===== config.mk =====
export PLATFORM = sky130hd
export DESIGN_NAME = mpte_lookaside_buffer
export DESIGN_NICKNAME = d
export VERILOG_FILES = /design/src/rtl/mpte_lookaside_buffer.sv
export SDC_FILE = /design/constraint.sdc
export NUM_CORES = 2
export LEC_CHECK = 0
export ABC_CLOCK_PERIOD_IN_PS = 23600
export CAP_MARGIN = 10
export CORE_MARGIN = 3
export CORE_UTILIZATION = 55
export CTS_CLUSTER_SIZE = 28
export DETAILED_ROUTE_END_ITERATION = 16
export HOLD_SLACK_MARGIN = 0.05
export PLACE_DENSITY = 0.7
export SYNTH_ARGS = -nofsm -noshare
export SYNTH_HDL_FRONTEND = slang
export SYNTH_SLANG_ARGS = --single-unit

===== constraint.sdc =====
create_clock -name clk_i -period 23.6 [get_ports clk_i]
set_input_delay 3.54 -clock clk_i [delete_from_list [all_inputs] [get_ports clk_i]]
set_output_delay 3.54 -clock clk_i [all_outputs]
set_load 0.02 [all_outputs]

===== src/rtl/mpte_lookaside_buffer.sv =====
// mpte_lookaside_buffer
//   Fully associative MPTE cache shared by every walking level of the MPT
//   walker. Entries are tagged {level, addr}. They are filled from memory-read
//   results and replaced round-robin once no free entry is left. A hit lets a
//   walk transaction skip its memory read.
//
// Ports
//   clk_i, rst_i            clock, asynchronous active-high reset
//   lookup_*                lookup request (valid/ready) carrying the level/addr tag
//   resp_*                  registered lookup response (valid/ready), hit flag + data
//   fill_*                  fill strobe with tag and data; there is no back-pressure
//   flush_req_i/flush_done_o  drain-then-clear flush handshake
//   hit_count_o/miss_count_o  saturating lookup statistics
//   flush_state_o           debug view of the flush FSM (0 IDLE,1 DRAIN,2 CLEAR,3 DONE)
//
// Handshake rule: a transfer happens on a rising clk_i edge where valid and
// ready are both high. While valid is high without ready, the sender keeps its
// payload stable. The response side holds resp_* stable until resp_ready_i.
module mpte_lookaside_buffer #(
   parameter int ADDR_WIDTH = 64,
   parameter int MPTE_WIDTH = 64,
   parameter int DEPTH      = 8,
   parameter int LEVELS     = 3,
   parameter int CNT_WIDTH  = 32,
   parameter int LW         = (LEVELS > 1) ? $clog2(LEVELS) : 1
) (
   input  logic                  clk_i,
   input  logic                  rst_i,
   input  logic                  lookup_valid_i,
   output logic                  lookup_ready_o,
   input  logic [LW-1:0]         lookup_level_i,
   input  logic [ADDR_WIDTH-1:0] lookup_addr_i,
   output logic                  resp_valid_o,
   input  logic                  resp_ready_i,
   output logic                  resp_hit_o,
   output logic [MPTE_WIDTH-1:0] resp_mpte_o,
   input  logic                  fill_valid_i,
   input  logic [LW-1:0]         fill_level_i,
   input  logic [ADDR_WIDTH-1:0] fill_addr_i,
   input  logic [MPTE_WIDTH-1:0] fill_mpte_i,
   input  logic                  flush_req_i,
   output logic                  flush_done_o,
   output logic [CNT_WIDTH-1:0]  hit_count_o,
   output logic [CNT_WIDTH-1:0]  miss_count_o,
   output logic [1:0]            flush_state_o
);

   localparam int VPW = $clog2(DEPTH);

   typedef enum logic [1:0] {
      IDLE  = 2'd0,
      DRAIN = 2'd1,
      CLEAR = 2'd2,
      DONE  = 2'd3
   } state_t;

   state_t                state_q;
   logic [DEPTH-1:0]      valid_q;
   logic [LW-1:0]         level_q [DEPTH];
   logic [ADDR_WIDTH-1:0] addr_q  [DEPTH];
   logic [MPTE_WIDTH-1:0] mpte_q  [DEPTH];
   logic [VPW-1:0]        vp_q;

   logic                  resp_valid_q;
   logic                  resp_hit_q;
   logic [MPTE_WIDTH-1:0] resp_mpte_q;
   logic                  flush_done_q;
   logic [CNT_WIDTH-1:0]  hit_cnt_q;
   logic [CNT_WIDTH-1:0]  miss_cnt_q;

   logic                  lookup_fire;
   logic                  lk_hit;
   logic [MPTE_WIDTH-1:0] lk_mpte;

   logic                  fill_en;
   logic                  fill_hit;
   logic [VPW-1:0]        fill_hit_idx;
   logic                  free_found;
   logic [VPW-1:0]        free_idx;
   logic [VPW-1:0]        wr_idx;
   logic                  advance_vp;

   // Lookups are refused while reset is high, during a flush, and while an
   // unconsumed response occupies the single response register.
   assign lookup_ready_o = !rst_i && (state_q == IDLE) && (!resp_valid_q || resp_ready_i);
   assign lookup_fire    = lookup_valid_i && lookup_ready_o;

   assign resp_valid_o  = resp_valid_q;
   assign resp_hit_o    = resp_hit_q;
   assign resp_mpte_o   = resp_mpte_q;
   assign flush_done_o  = flush_done_q;
   assign hit_count_o   = hit_cnt_q;
   assign miss_count_o  = miss_cnt_q;
   assign flush_state_o = state_q;

   // Lookup compare. Fills update in place, so at most one entry can match
   // and OR-ing the matching data yields that entry's data, or zero on a miss.
   always_comb begin
      lk_hit  = 1'b0;
      lk_mpte = '0;
      for (int i = 0; i < DEPTH; i++) begin
         if (valid_q[i] && (level_q[i] == lookup_level_i) && (addr_q[i] == lookup_addr_i)) begin
            lk_hit  = 1'b1;
            lk_mpte = lk_mpte | mpte_q[i];
         end
      end
   end

   // Fill target selection: the existing entry, else the lowest free slot,
   // else the round-robin victim.
   always_comb begin
      fill_hit     = 1'b0;
      fill_hit_idx = '0;
      free_found   = 1'b0;
      free_idx     = '0;
      for (int i = DEPTH - 1; i >= 0; i--) begin
         if (!valid_q[i]) begin
            free_found = 1'b1;
            free_idx   = VPW'(i);
         end
      end
      for (int i = 0; i < DEPTH; i++) begin
         if (valid_q[i] && (level_q[i] == fill_level_i) && (addr_q[i] == fill_addr_i)) begin
            fill_hit     = 1'b1;
            fill_hit_idx = VPW'(i);
         end
      end
   end

   // Fills are dropped while the flush is draining or clearing.
   assign fill_en    = fill_valid_i && ((state_q == IDLE) || (state_q == DONE));
   assign wr_idx     = fill_hit ? fill_hit_idx : (free_found ? free_idx : vp_q);
   assign advance_vp = fill_en && !fill_hit && !free_found;

   // Tag/data storage needs no reset: every use is qualified by valid_q.
   // Rewriting level/addr on an in-place update stores the same values.
   always_ff @(posedge clk_i) begin
      if (fill_en) begin
         level_q[wr_idx] <= fill_level_i;
         addr_q[wr_idx]  <= fill_addr_i;
         mpte_q[wr_idx]  <= fill_mpte_i;
      end
   end

   always_ff @(posedge clk_i or posedge rst_i) begin
      if (rst_i) begin
         state_q      <= IDLE;
         valid_q      <= '0;
         vp_q         <= '0;
         resp_valid_q <= 1'b0;
         resp_hit_q   <= 1'b0;
         resp_mpte_q  <= '0;
         flush_done_q <= 1'b0;
         hit_cnt_q    <= '0;
         miss_cnt_q   <= '0;
      end else begin
         // Response register: a new lookup overwrites it. Otherwise it empties
         // once the consumer takes it.
         if (lookup_fire) begin
            resp_valid_q <= 1'b1;
            resp_hit_q   <= lk_hit;
            resp_mpte_q  <= lk_mpte;
         end else if (resp_ready_i) begin
            resp_valid_q <= 1'b0;
            resp_hit_q   <= 1'b0;
            resp_mpte_q  <= '0;
         end

         // Saturating statistics; a flush leaves them untouched.
         if (lookup_fire) begin
            if (lk_hit) begin
               if (hit_cnt_q != {CNT_WIDTH{1'b1}}) hit_cnt_q <= hit_cnt_q + CNT_WIDTH'(1);
            end else begin
               if (miss_cnt_q != {CNT_WIDTH{1'b1}}) miss_cnt_q <= miss_cnt_q + CNT_WIDTH'(1);
            end
         end

         // Entry valid bits and victim pointer. CLEAR and fill_en never coincide.
         if (state_q == CLEAR) begin
            valid_q <= '0;
            vp_q    <= '0;
         end else if (fill_en) begin
            valid_q[wr_idx] <= 1'b1;
            if (advance_vp) vp_q <= vp_q + VPW'(1);
         end

         // Flush FSM. Dropping flush_req_i early does not abort the flush.
         // DONE is then held for a single cycle.
         case (state_q)
            IDLE:  if (flush_req_i) state_q <= DRAIN;
            DRAIN: if (!resp_valid_q) state_q <= CLEAR;
            CLEAR: begin
               state_q      <= DONE;
               flush_done_q <= 1'b1;
            end
            DONE:  if (!flush_req_i) begin
               state_q      <= IDLE;
               flush_done_q <= 1'b0;
            end
            default: state_q <= IDLE;
         endcase
      end
   end

endmodule

==> flow_summary.json <==
{
  "status": "complete, no violations",
  "synth_top_area_share_pct": 54.5,
  "crit_family": "simple AND/OR/NAND/NOR gates",
  "pin_count": 336,
  "gr-usage-met1_pct": 57.4,
  "dieWidth_um": 329,
  "ff2ff_path_depth": 11,
  "hold_buffers": 0,
  "cts_tree": "done",
  "clk_pin_slew_ns": 0.06,
  "syn_inst": 4455,
  "start_kind": "primary input",
  "grt.overflow.total": 0,
  "use_met2_pct": 65.2,
  "yosysTopAreaCell": "edfxtp_1",
  "cpMaxStageDelayCell": "buf_4",
  "nNetsFinal": 5059,
  "syn-num-nets": 4665,
  "leakage_nw": 21.9,
  "place.gp.congestion": 1.14,
  "synth_seq_cells": 1184,
  "cp_common_cell": "buf_4",
  "hpwl_um": 161000,
  "dieArea_um2": 108000,
  "worst_pin_slew_ns": 1.33,
  "multi_input_area_um2": 21200,
  "start_util_pct": 55.8,
  "cp_num_buf_inv": 4,
  "cts.sinks": 1184,
  "synthFlopType": "edfxtp_1",
  "hold_viol": 0,
  "port-buffer-count": 335,
  "drv_slew": 0,
  "post_dp_cell_area_um2": 62700,
  "crit_arrival_ns": 9.87,
  "grt_max_degree": 131,
  "post_cts_resized": 0,
  "yosysWarnings": 0,
  "max-slew-margin-rel_pct": 11.3,
  "crit_type": "in2reg",
  "hp-class": "reg2reg",
  "path_cells": "clkdlybuf4s50_1 -> buf_4 -> xor2_1 -> or4_1 -> or4_1 -> or3_1 -> o22ai_2 -> a311oi_1 -> o31a_1 -> or4_4 -> nor2_4 -> buf_4 -> buf_4",
  "grt_busiest_layer": "met2",
  "core_area_um2": 103000,
  "final_area_um2": 67000,
  "period_needed_ns": 9.49,
  "track_usage_pct": 46.1,
  "fin_skew_ns": 0.0520,
  "fillers": 7686,
  "r2r_end": "addr_q[1][29]$_DFFE_PP_",
  "fp-row-count": 117,
  "vdd_drop_max_uv": 78.8,
  "setup_viol": 0,
  "min_path_cells": 1,
  "synthToLayoutAreaGrowth_pct": 17.0,
  "drive_gt1_share_pct": 9.58,
  "wl_per_cell_um": 39.7,
  "drc": 0,
  "r2r-start": "addr_q[2][6]$_DFFE_PP_",
  "fin_util_pct": 65.3,
  "dr_total_vias": 45100,
  "powerDensity_nw_per_um2": 80.4,
  "rsz0062_at_grt": "false",
  "syn_area_um2": 57300,
  "synthTopCellsByArea": "edfxtp_1 54%, xnor2_1 7.4%, dfrtp_1 6.3%, xor2_1 5.7%, nand2b_1 3.6%",
  "final_antenna_net_count": 0,
  "critPathMaxStageDelay_ns": 0.91,
  "synth-edff-count": 1040,
  "setup_tns_ns": 0,
  "critPathMaxFanout": 70,
  "cts-root-buf": "clkbuf_16",
  "yosysSeqAreaShare_pct": 60.8,
  "ys_types": 78,
  "holdPathEnd": "miss_count_o[9]$_DFFE_PP0P_",
  "cts.htree.levels": 3,
  "avgViaCountPerCell": 7.11,
  "drtIter0Drc": 7478,
  "total_power_mw": 5.39,
  "syn_area_per_cell_um2": 12.9,
  "clock_latency_ns": 0.76,
  "cts_setup_buffers": 0,
  "min_from": "miss_count_o[9]$_DFFE_PP0P_",
  "max_freq_ghz": 0.105,
  "grt_first_pass_wirelength_um": 341000,
  "async_flop_share_pct": 12.2,
  "grt_antenna_before_repair": 23,
  "drv_cap": 0,
  "worstPathRequired_ns": 23.98,
  "period_share_pct": 40.2,
  "r2r_slack_ns": 17.31,
  "cp-end-kind": "flop",
  "regArea_um2": 34800,
  "die_height_um": 329,
  "clock_path_buffers": 3,
  "numCtsBuffers": 120,
  "use_met3_pct": 19.0,
  "first_pass_iters": 9,
  "grt_pass1_vias": 42900,
  "wirelength_um": 252000
}
## metal layers
layer | share of wire (%) | wire (µm)
met1 | 34 | 86300
met4 | 8.8 | 22200
met2 | 42 | 105000
met5 | 0.081 | 203
met3 | 15 | 38500
## layout make-up
| type | instances | area share [%] |
|---|---|---|
| flip-flops and latches | 1184 | 52.0 |
| multi-input cells | 2931 | 31.7 |
| repair buffers | 495 | 6.61 |
| clock buffers | 156 | 4.91 |
| well taps | 1368 | 2.55 |
| clock inverters | 74 | 1.54 |
| inverters | 117 | 0.663 |
| diodes | 17 | 0.0635 |
## worst register-to-register path, delay by kind of cell (launching register included)
family,cells,cell delay (ns)
xor+xnor,1,0.21
simple gates,7,3.23
buf+inv,2,1.66
flops,1,0.50
compound gates,1,0.23
## synthesized netlist by cell type (all sizes together), types with 15 or more instances
library cell,n
xor2,376
and3,16
and4,16
a2111oi,37
or4,25
a221oi,41
buf,53
a31oi,35
dfrtp,144
nor4,220
o2111ai,57
nor4b,16
nand4b,15
o21ai,19
clkbuf,169
nand2b,329
nand3,99
nor2b,142
a31o,64
nand2,103
a41oi,29
a22o,38
nor2,85
a22oi,188
xnor2,487
nor3,75
inv,117
edfxtp,1040
nand4,307
## cell usage in the layout (no fill, tap or decap), drive strengths merged, types with 15 or more instances in the layout
master         count
nor4             220
nand4b            15
clkinv            48
a22oi            188
nand3             99
or4               25
o21ai             19
buf              187
nand4            307
o2111ai           57
nand2b           329
bufinv            21
a2111oi           37
and4              16
diode             17
clkbuf           156
xnor2            487
a41oi             29
a22o              38
nor3              75
xor2             376
a31oi             35
nor4b             16
edfxtp          1040
clkdlybuf4s50    308
and3              16
nor2              85
nor2b            142
a221oi            41
nand2            103
dfrtp            144
inv              118
a31o              64
## how the worst max path moves through the flow
stage | start | endpoint | slack, ns | cells after the start
after CTS | fill_level_i[0] | mpte_q[4][33]$_DFFE_PP_ | 14.28 | 13
after global placement | fill_addr_i[59] | addr_q[1][52]$_DFFE_PP_ | 13.43 | 13
after global routing | fill_addr_i[7] | mpte_q[4][18]$_DFFE_PP_ | 13.99 | 13
after floorplan | fill_addr_i[8] | addr_q[4][0]$_DFFE_PP_ | 11.32 | 10
final | fill_level_i[0] | mpte_q[4][40]$_DFFE_PP_ | 14.11 | 13
after detailed placement | fill_level_i[0] | mpte_q[4][1]$_DFFE_PP_ | 13.48 | 13
## cells by family (layout without fill, tap and decap cells)
kind of cell	Yosys count	in the layout	synth area share, %
simple gates	1484	1484	15.4
flops	1184	1184	60.8
xor+xnor	863	863	13.2
compound gates	572	572	7.99
buf+inv	340	842	2.37
fa+ha+maj	8	8	0.175
mux	4	4	0.0764
other cells	0	17	0
## power by group
group	internal, mW	switching (mW)	leakage, nW
combinational	0.216	0.543	8.42
clock	1.22	0.857	2.11
sequential	2.45	0.100	11.4
total	3.89	1.50	21.9
## registers in the layout (all words and copies together) (netlist names)
register,count
vp_q,3
resp_mpte_o,64
flush_done_o,1
miss_count_o,32
level_q,16
resp_valid_o,1
flush_state_o,2
resp_hit_o,1
mpte_q,512
addr_q,512
valid_q,8
hit_count_o,32
## through the flow
stage	setup slack, ns	hold WS [ns]	std cells
detailed placement	13.48	0.473	6095
CTS	14.28	0.488	6325
floorplan	11.32	0.517	4455
global placement	13.43	0.479	6094
finish	14.11	0.491	6342
global route	13.99	0.506	6326
Power figures use the tool's default switching activity.
